**src/rtl/weather_tx_scheduler.sv**
```systemverilog
// Hour-gated, round-robin transmit scheduler for three sensor channels.
// Packs the granted reading into an even-parity 9-bit frame and sends it over valid/ready with timeout and guard gap.
module weather_tx_scheduler #(
  parameter int WIN_START  = 12,
  parameter int WIN_END    = 15,
  parameter int GAP_CYCLES = 4,
  parameter int TIMEOUT    = 255
) (
  input  logic       clk,
  input  logic       rst,
  input  logic [4:0] current_hour,
  input  logic [2:0] req,
  input  logic [5:0] temp_in,
  input  logic [5:0] hum_in,
  input  logic [4:0] wind_in,
  input  logic       frame_ready,
  output logic [2:0] grant,
  output logic [8:0] frame,
  output logic       frame_valid,
  output logic       enable_transceiver,
  output logic       busy,
  output logic [7:0] drop_cnt
);

  typedef enum logic [1:0] {S_IDLE, S_SEND, S_GAP} state_t;

  localparam logic [4:0] L_WIN_START = 5'(WIN_START);
  localparam logic [4:0] L_WIN_END   = 5'(WIN_END);
  localparam logic [7:0] L_WAIT_LAST = 8'(TIMEOUT - 1);
  localparam logic [3:0] L_GAP_LAST  = 4'(GAP_CYCLES - 1);

  state_t     r_state;
  logic [1:0] r_ptr;
  logic [7:0] r_wait;
  logic [3:0] r_gap;

  logic       w_in_window;
  logic [1:0] w_o0, w_o1, w_o2;
  logic [1:0] w_sel;
  logic [1:0] w_ptr_next;
  logic [5:0] w_payload;
  logic [8:0] w_frame;

  // Hours 24..31 are never inside the window, whatever the parameters say.
  assign w_in_window = (current_hour >= L_WIN_START) && (current_hour <= L_WIN_END) &&
                       (current_hour <= 5'd23);

  always_comb begin
    case (r_ptr)
      2'd1:    begin w_o0 = 2'd1; w_o1 = 2'd2; w_o2 = 2'd0; end
      2'd2:    begin w_o0 = 2'd2; w_o1 = 2'd0; w_o2 = 2'd1; end
      default: begin w_o0 = 2'd0; w_o1 = 2'd1; w_o2 = 2'd2; end
    endcase
    if (req[w_o0])      w_sel = w_o0;
    else if (req[w_o1]) w_sel = w_o1;
    else                w_sel = w_o2;
    w_ptr_next = (w_sel == 2'd2) ? 2'd0 : w_sel + 2'd1;
    case (w_sel)
      2'd1:    w_payload = hum_in;
      2'd2:    w_payload = {1'b0, wind_in};
      default: w_payload = temp_in;
    endcase
    w_frame = {^{w_sel, w_payload}, w_sel, w_payload};
  end

  always_ff @(posedge clk) begin
    if (rst) begin
      r_state            <= S_IDLE;
      r_ptr              <= 2'd0;
      r_wait             <= 8'd0;
      r_gap              <= 4'd0;
      grant              <= 3'b000;
      frame              <= 9'd0;
      frame_valid        <= 1'b0;
      enable_transceiver <= 1'b0;
      busy               <= 1'b0;
      drop_cnt           <= 8'd0;
    end else begin
      enable_transceiver <= w_in_window;
      grant              <= 3'b000;
      case (r_state)
        S_IDLE: begin
          if (enable_transceiver && (req != 3'b000)) begin
            grant       <= 3'b001 << w_sel;
            frame       <= w_frame;
            frame_valid <= 1'b1;
            busy        <= 1'b1;
            r_wait      <= 8'd0;
            r_ptr       <= w_ptr_next;
            r_state     <= S_SEND;
          end
        end
        S_SEND: begin
          // A ready on the final wait cycle still counts as a transfer.
          if (frame_ready) begin
            frame_valid <= 1'b0;
            r_gap       <= 4'd0;
            r_state     <= S_GAP;
          end else if (r_wait == L_WAIT_LAST) begin
            frame_valid <= 1'b0;
            r_gap       <= 4'd0;
            r_state     <= S_GAP;
            if (drop_cnt != 8'hFF) drop_cnt <= drop_cnt + 8'd1;
          end else begin
            r_wait <= r_wait + 8'd1;
          end
        end
        S_GAP: begin
          if (r_gap == L_GAP_LAST) begin
            busy    <= 1'b0;
            r_state <= S_IDLE;
          end else begin
            r_gap <= r_gap + 4'd1;
          end
        end
        default: r_state <= S_IDLE;
      endcase
    end
  end

endmodule

```
**config.mk**
```make
export PLATFORM = sky130hd
export DESIGN_NAME = weather_tx_scheduler
export DESIGN_NICKNAME = d
export VERILOG_FILES = /design/src/rtl/weather_tx_scheduler.sv
export SDC_FILE = /design/constraint.sdc
export NUM_CORES = 1
export LEC_CHECK = 0
export CORE_ASPECT_RATIO = 1.75
export CORE_UTILIZATION = 52
export CTS_CLUSTER_DIAMETER = 60
export CTS_CLUSTER_SIZE = 28
export DETAILED_ROUTE_END_ITERATION = 12
export GPL_TIMING_DRIVEN = 0
export MAX_ROUTING_LAYER = met4
export PLACE_DENSITY = 0.88
export SYNTH_ARGS = -nofsm -noshare
export SYNTH_HDL_FRONTEND = slang
export SYNTH_SLANG_ARGS = --single-unit
```
**constraint.sdc**
```tcl
create_clock -name clk -period 7.19 [get_ports clk]
set_input_delay 1.438 -clock clk [delete_from_list [all_inputs] [get_ports clk]]
set_output_delay 1.438 -clock clk [all_outputs]
set_load 0.02 [all_outputs]
```
==> summary.md, run 1 <==
| Metric | Value |
|---|---|
| Top cell type's share of synthesized area | 39.02% |
| Tcrit/Tclk final | 62.24% |
| Post-synth cell types | 44 |
| Area growth syn-to-layout | 31.27% |
| Vias in the first global route | 1,809 |
| P_leak | 0.0009884 uW |
| Sequential element share of the synthesized area | 39.02% |
| Congestion Overflow GR | 0 |
| Top_reg_cell synth | dfxtp_1 |
| Hold Violations, Final | 0 |
| CP Max Fanout | 8 |
| Peak supply drop | 0.0001629 V |
| Worst Slack Setup Final | 2715 ps |
| Min cycle time layout | 4475 ps |
| CTS buffer count | 5 |
| RSZ-0062 raised after global routing | no |
| Area leader, netlist | dfxtp_1 |
| First-iteration detailed-routing DRC count | 42 |
| Worst Setup End Kind | flip-flop |
| Status | finished, final reports clean |
| Seq cells post-synth | 39 |
| FF-to-FF path depth | 13 |
| GPL Wtd Cong | 0.8538 |
| Layout net count | 324 |
| Vias per cell | 5.565 |
| Clk Tree Root Cell | clkbuf_8 |
| PD cells | 169.4 nW/um2 |
| H-tree depth | 2 |
| Setup repair bufs after CTS | 0 |
| WL final | 4391 um |
| Cell Area, Synth | 2001 um2 |
| Setup TNS | 0 ps |
| Post-DP HPWL | 3345 um |
| Post-CTS Resized | 0 |
| Setup CP Type | in2reg |
| Tot Pwr | 444.8 uW |
| Synth warn | 0 |
| ANT nets after route | 0 |
| Post-Layout Cell Count | 331 |
| CTS tree | yes |
| Initial Util | 54.59% |
| Worst-skew pair later-pin latency | 290 ps |
| Total Routing Usage GR | 23.75% |
| Site Rows | 29 |
| Hold Buf Count CTS | 0 |
| Die Span Y | 84.06 um |
| DRC viols | 0 |
| Placed cell count | 324 |
| I/O Buffers | 48 |
| First-pass GRT wire length | 7417 um |
| Fmax | 0.2235 GHz |
| Critical Path AT | 4680 ps |
| CP required | 7400 ps |
| Post-place setup slack | 2432 ps |
| Drt wl/cell | 13.27 um |
| Die span in x | 48.89 um |
| Antenna Cells | 0 |
| Async set-reset flop share out of synthesis | 0% |
| Via count | 1,842 |
| Largest net degree at the start of global routing | 12 |
| Slew @ Worst Pin | 636.1 ps |
| Post-synth EDFFs | 0 |
| Net count after synthesis | 269 |
| Clk sinks | 39 |
| Critical path launch point type | input port |
| Core Region | 3665 um2 |
| DR pass1 iterations | 4 |
| # IOs | 51 |
| Largest cells by area after synthesis | dfxtp_1 (39%), nor2_1 (7.3%), ha_1 (6.9%) |
| Worst Skew | 6.956 ps |
| Clock Path Buffers | 2 |
| Hold Crit Depth | 2 |
| Share of cells above drive strength 1 | 5.965% |
| Max_cap viols | 0 |
| Syn Area/Cell | 8.699 um2 |
| Final setup fails | 0 |
| Worst-path clk slew | 70 ps |
| Worst rel slew slack | 57.59% |
| Hold Crit Class | reg2reg |
| DIE AREA | 4109 um2 |
| Max-slew violations | 0 |
| Initial antenna violation count | 0 |
| Mapped Cells | 230 |
## state kept, by name (all words and copies together) (netlist names)
name                cells
frame_valid             1
frame                   9
r_gap                   4
busy                    1
drop_cnt                8
r_wait                  8
grant                   3
r_ptr                   2
r_state                 2
enable_transceiver      1
## layout make-up
cell class              count  area, um2
fillers                   303       1039
multi-input cells         177       1160
inverters                   8      30.03
well taps                  46      57.56
clock buffers               6      82.58
repair buffers             48      480.5
flip-flops and latches     39      780.7
clock inverters             1      5.005
plain buffers               6      30.03
## routing by layer
metal	wire length, um	part of all wire [%]	global-route usage (%)
met4	136	3.1	14.44
met3	198	4.5	4.736
met1	1768	40	22.53
met5	0	0	-
met2	2288	52	42.68
## stage by stage
stage | instance area [um2] | hold WS [ps] | util [%]
global placement | 2539 | 444.9 | 69.27
CTS | 2626 | 460.7 | 71.66
detailed placement | 2539 | 450.8 | 69.27
global route | 2626 | 475.1 | 71.66
floorplan | 2001 | 453.0 | -
finish | 2626 | 459.6 | 71.66
## critical path, stage by stage
cell             delay, ps
clkdlybuf4s50_1        530
nand2b_1               130
o32ai_1                 90
a221oi_1               610
inv_1                  210
ha_1                   350
buf_6                  140
a221o_1                280
o21ai_0                150
xnor2_1                180
xnor3_1                360
a211oi_2               220
## Yosys cell counts, drive strengths merged (5+ instances only)
library cell	n
xnor2	5
dfxtp	39
nand4	5
o21ai	11
nor3	8
nand3	7
a21oi	14
inv	8
and3	6
xor2	12
a211oi	5
nand2	13
nor2	39
ha	11
a221o	5
## logic make-up (layout without fill, tap and decap cells)
family | Yosys count | count (layout) | synth area share, %
simple gates | 99 | 99 | 25.33
buf+inv | 14 | 69 | 3.001
mux | 4 | 4 | 2.064
xor+xnor | 18 | 18 | 8.568
fa+ha+maj | 11 | 11 | 6.879
flops | 39 | 39 | 39.02
compound gates | 45 | 45 | 15.13
## report_power, final
group	internal (uW)	switching [uW]
sequential	219	1.85
clock	75.2	71.3
combinational	41.7	36.2
total	335	109
## cell usage in the layout, fill, tap and decap left out, drive strengths merged, types with 3 or more instances in the layout
master         count
nand4              5
ha                11
clkbuf            10
clkdlybuf4s50     48
xnor2              5
mux2i              3
nor2b              4
nand2             13
nor2              39
a221o              5
nor3               8
inv                8
and2               3
dfxtp             39
or3                4
nand3              7
o21ai             11
a21oi             14
nand2b             3
xor2              12
a211oi             5
and3               6
## final timing paths
kind / startpoint / end / slack, ps
setup / recovery: req[0] / frame[8]$_SDFFE_PP0P_ / 2710
hold / removal: frame[7]$_SDFFE_PP0P_ / frame[7]$_SDFFE_PP0P_ / 460
hold reg to reg: frame[7]$_SDFFE_PP0P_ / frame[7]$_SDFFE_PP0P_ / 460
setup reg to reg: r_ptr[1]$_SDFFE_PP0P_ / frame[8]$_SDFFE_PP0P_ / 3680
No activity file was read; power rests on OpenSTA's default activity.
==> run 2, diff against run 1 <==
--- a/config.mk
+++ b/config.mk
@@ -6,13 +6,13 @@
 export NUM_CORES = 1
 export LEC_CHECK = 0
 export CORE_ASPECT_RATIO = 1.75
-export CORE_UTILIZATION = 52
+export CORE_UTILIZATION = 49
 export CTS_CLUSTER_DIAMETER = 60
 export CTS_CLUSTER_SIZE = 28
 export DETAILED_ROUTE_END_ITERATION = 12
 export GPL_TIMING_DRIVEN = 0
 export MAX_ROUTING_LAYER = met4
-export PLACE_DENSITY = 0.88
+export PLACE_DENSITY = 0.84
 export SYNTH_ARGS = -nofsm -noshare
 export SYNTH_HDL_FRONTEND = slang
 export SYNTH_SLANG_ARGS = --single-unit
==> constraint.sdc (replaced) <==
create_clock -name clk -period 4.28 [get_ports clk]
set_input_delay 0.856 -clock clk [delete_from_list [all_inputs] [get_ports clk]]
set_output_delay 0.856 -clock clk [all_outputs]
set_load 0.02 [all_outputs]
==> summary.md, run 2 (synthesis gave the netlist of run 1 again) <==
| Metric | Value |
|---|---|
| Worst rel slew slack | 59.86% |
| Post-CTS Resized | 0 |
| R2R Path End | frame[8]$_SDFFE_PP0P_ |
| Layout net count | 324 |
| Biggest register | frame |
| Core Region | 3904 um2 |
| First-iteration detailed-routing DRC count | 44 |
| PD cells | 284.1 nW/um2 |
| CP required | 4490 ps |
| CTS buffer count | 5 |
| I/O Buffers | 48 |
| FILL cells | 347 |
| Via count | 1,807 |
| Initial antenna violation count | 0 |
| Worst Skew | 5.973 ps |
| Clk sinks | 39 |
| Vias per cell | 5.426 |
| Clock Path Buffers | 2 |
| Max_cap viols | 0 |
| CP Max Fanout | 8 |
| Area growth syn-to-layout | 31.39% |
| Vias in the first global route | 1,754 |
| Congestion Overflow GR | 0 |
| Worst R2R Setup Slack | 830 ps |
| Total Routing Usage GR | 22.43% |
| Antenna Cells | 0 |
| RSZ-0062 raised after global routing | no |
| # IOs | 51 |
| Setup repair bufs after CTS | 0 |
| Worst-path clk slew | 70 ps |
| Status | finished, final reports clean |
| Hold Violations, Final | 0 |
| Max reg flops | 9 |
| Critical path launch point type | input port |
| Tot Pwr | 746.8 uW |
| H-tree depth | 2 |
| ANT nets after route | 0 |
| DIE AREA | 4352 um2 |
| Tcrit/Tclk final | 88.81% |
| Worst-skew pair later-pin latency | 290 ps |
| Site Rows | 30 |
| First-pass GRT wire length | 7182 um |
| Die span in x | 50.30 um |
| Clk Tree Root Cell | clkbuf_8 |
| Die Span Y | 86.53 um |
| Setup TNS | 0 ps |
| Critical Path AT | 4010 ps |
| Hold Buf Count CTS | 0 |
| WL final | 4227 um |
| Reg-to-Reg Start | r_ptr[1]$_SDFFE_PP0P_ |
| FF-to-FF path depth | 13 |
| Share of cells above drive strength 1 | 5.965% |
| GPL Wtd Cong | 0.8008 |
| Peak supply drop | 0.0002369 V |
| Top Registers | frame x9, drop_cnt x8, r_wait x8 |
| Finished Cell Area | 2629 um2 |
| Min-delay src | frame[7]$_SDFFE_PP0P_ |
| Largest net degree at the start of global routing | 12 |
| Drt wl/cell | 12.69 um |
| Hold Crit Class | reg2reg |
| Final setup fails | 0 |
| DRC viols | 0 |
| DR pass1 iterations | 4 |
| Hold Crit Endpoint | frame[7]$_SDFFE_PP0P_ |
| Hold Crit Depth | 2 |
| P_leak | 0.0009884 uW |
| Most common cell after layout, fill and taps aside | clkdlybuf4s50_1 |
| Placed inst area | 2541 um2 |
| Max-slew violations | 0 |
| Setup CP Type | in2reg |
| Most frequent cells in the layout | clkdlybuf4s50_1 (48), nor2_1 (39), dfxtp_1 (39) |
| Min cycle time layout | 3801 ps |
| Post-DP HPWL | 3173 um |
| Fmax | 0.2631 GHz |
| CTS tree | yes |
| Initial Util | 51.25% |
| Worst Setup End Kind | flip-flop |
| Slew @ Worst Pin | 602.2 ps |
-- run 2: area by class of cell --
class / count / area [um2] / area share, %
inverter: 8 / 30.03 / 1.142
clock inverter: 1 / 5.005 / 0.1904
clock buffer: 6 / 82.58 / 3.141
buffer: 6 / 30.03 / 1.142
sequential: 39 / 780.7 / 29.70
multi-input combinational: 177 / 1160 / 44.12
timing repair buffer: 48 / 480.5 / 18.28
tap: 48 / 60.06 / 2.285
-- run 2: per-stage QoR --
step | util (%) | hold WS [ps] | setup slack [ps] | cells
after floorplan | - | 453.0 | 1079 | 230
after global placement | 65.10 | 446.0 | 180.1 | 326
after detailed placement | 65.10 | 449.2 | 186.1 | 326
after CTS | 67.34 | 459.4 | 461.0 | 333
after global routing | 67.34 | 493.6 | 231.5 | 333
final | 67.34 | 459.9 | 479.1 | 333
-- run 2: metal layers --
layer  vias up  part of all wire, %  GRT usage (%)
met2        42                   54          41.21
met3        11                  5.3          6.667
met5         -                    0              -
met1       838                   38          20.55
li1        916                    -              -
met4         0                  2.0          10.35
-- run 2: where the power goes --
group / switching (uW) / leakage, uW / internal (uW)
Clock: 122 / 0.0000470 / 126
Sequential: 3.05 / 0.000315 / 367
Combinational: 58.0 / 0.000627 / 69.8
-- run 2: how the worst max path moves through the flow --
stage               cells after the start  slack [ps]   start                    end
global placement                       12         180  req[0]  frame[8]$_SDFFE_PP0P_
global route                           12         230  req[0]  frame[8]$_SDFFE_PP0P_
floorplan                              11        1080  req[0]  frame[8]$_SDFFE_PP0P_
detailed placement                     12         190  req[0]  frame[8]$_SDFFE_PP0P_
CTS                                    12         460  req[0]  frame[8]$_SDFFE_PP0P_
finish                                 12         480  req[0]  frame[8]$_SDFFE_PP0P_
-- run 2: worst max-delay path, cell delays in order --
cell and delay, ps:
clkdlybuf4s50_1 530, nand2b_1 120, o32ai_1 80, a221oi_1 580, inv_1 200, ha_1 350
buf_6 140, a221o_1 280, o21ai_2 80, xor2_1 170, xnor3_1 420, a211oi_2 210
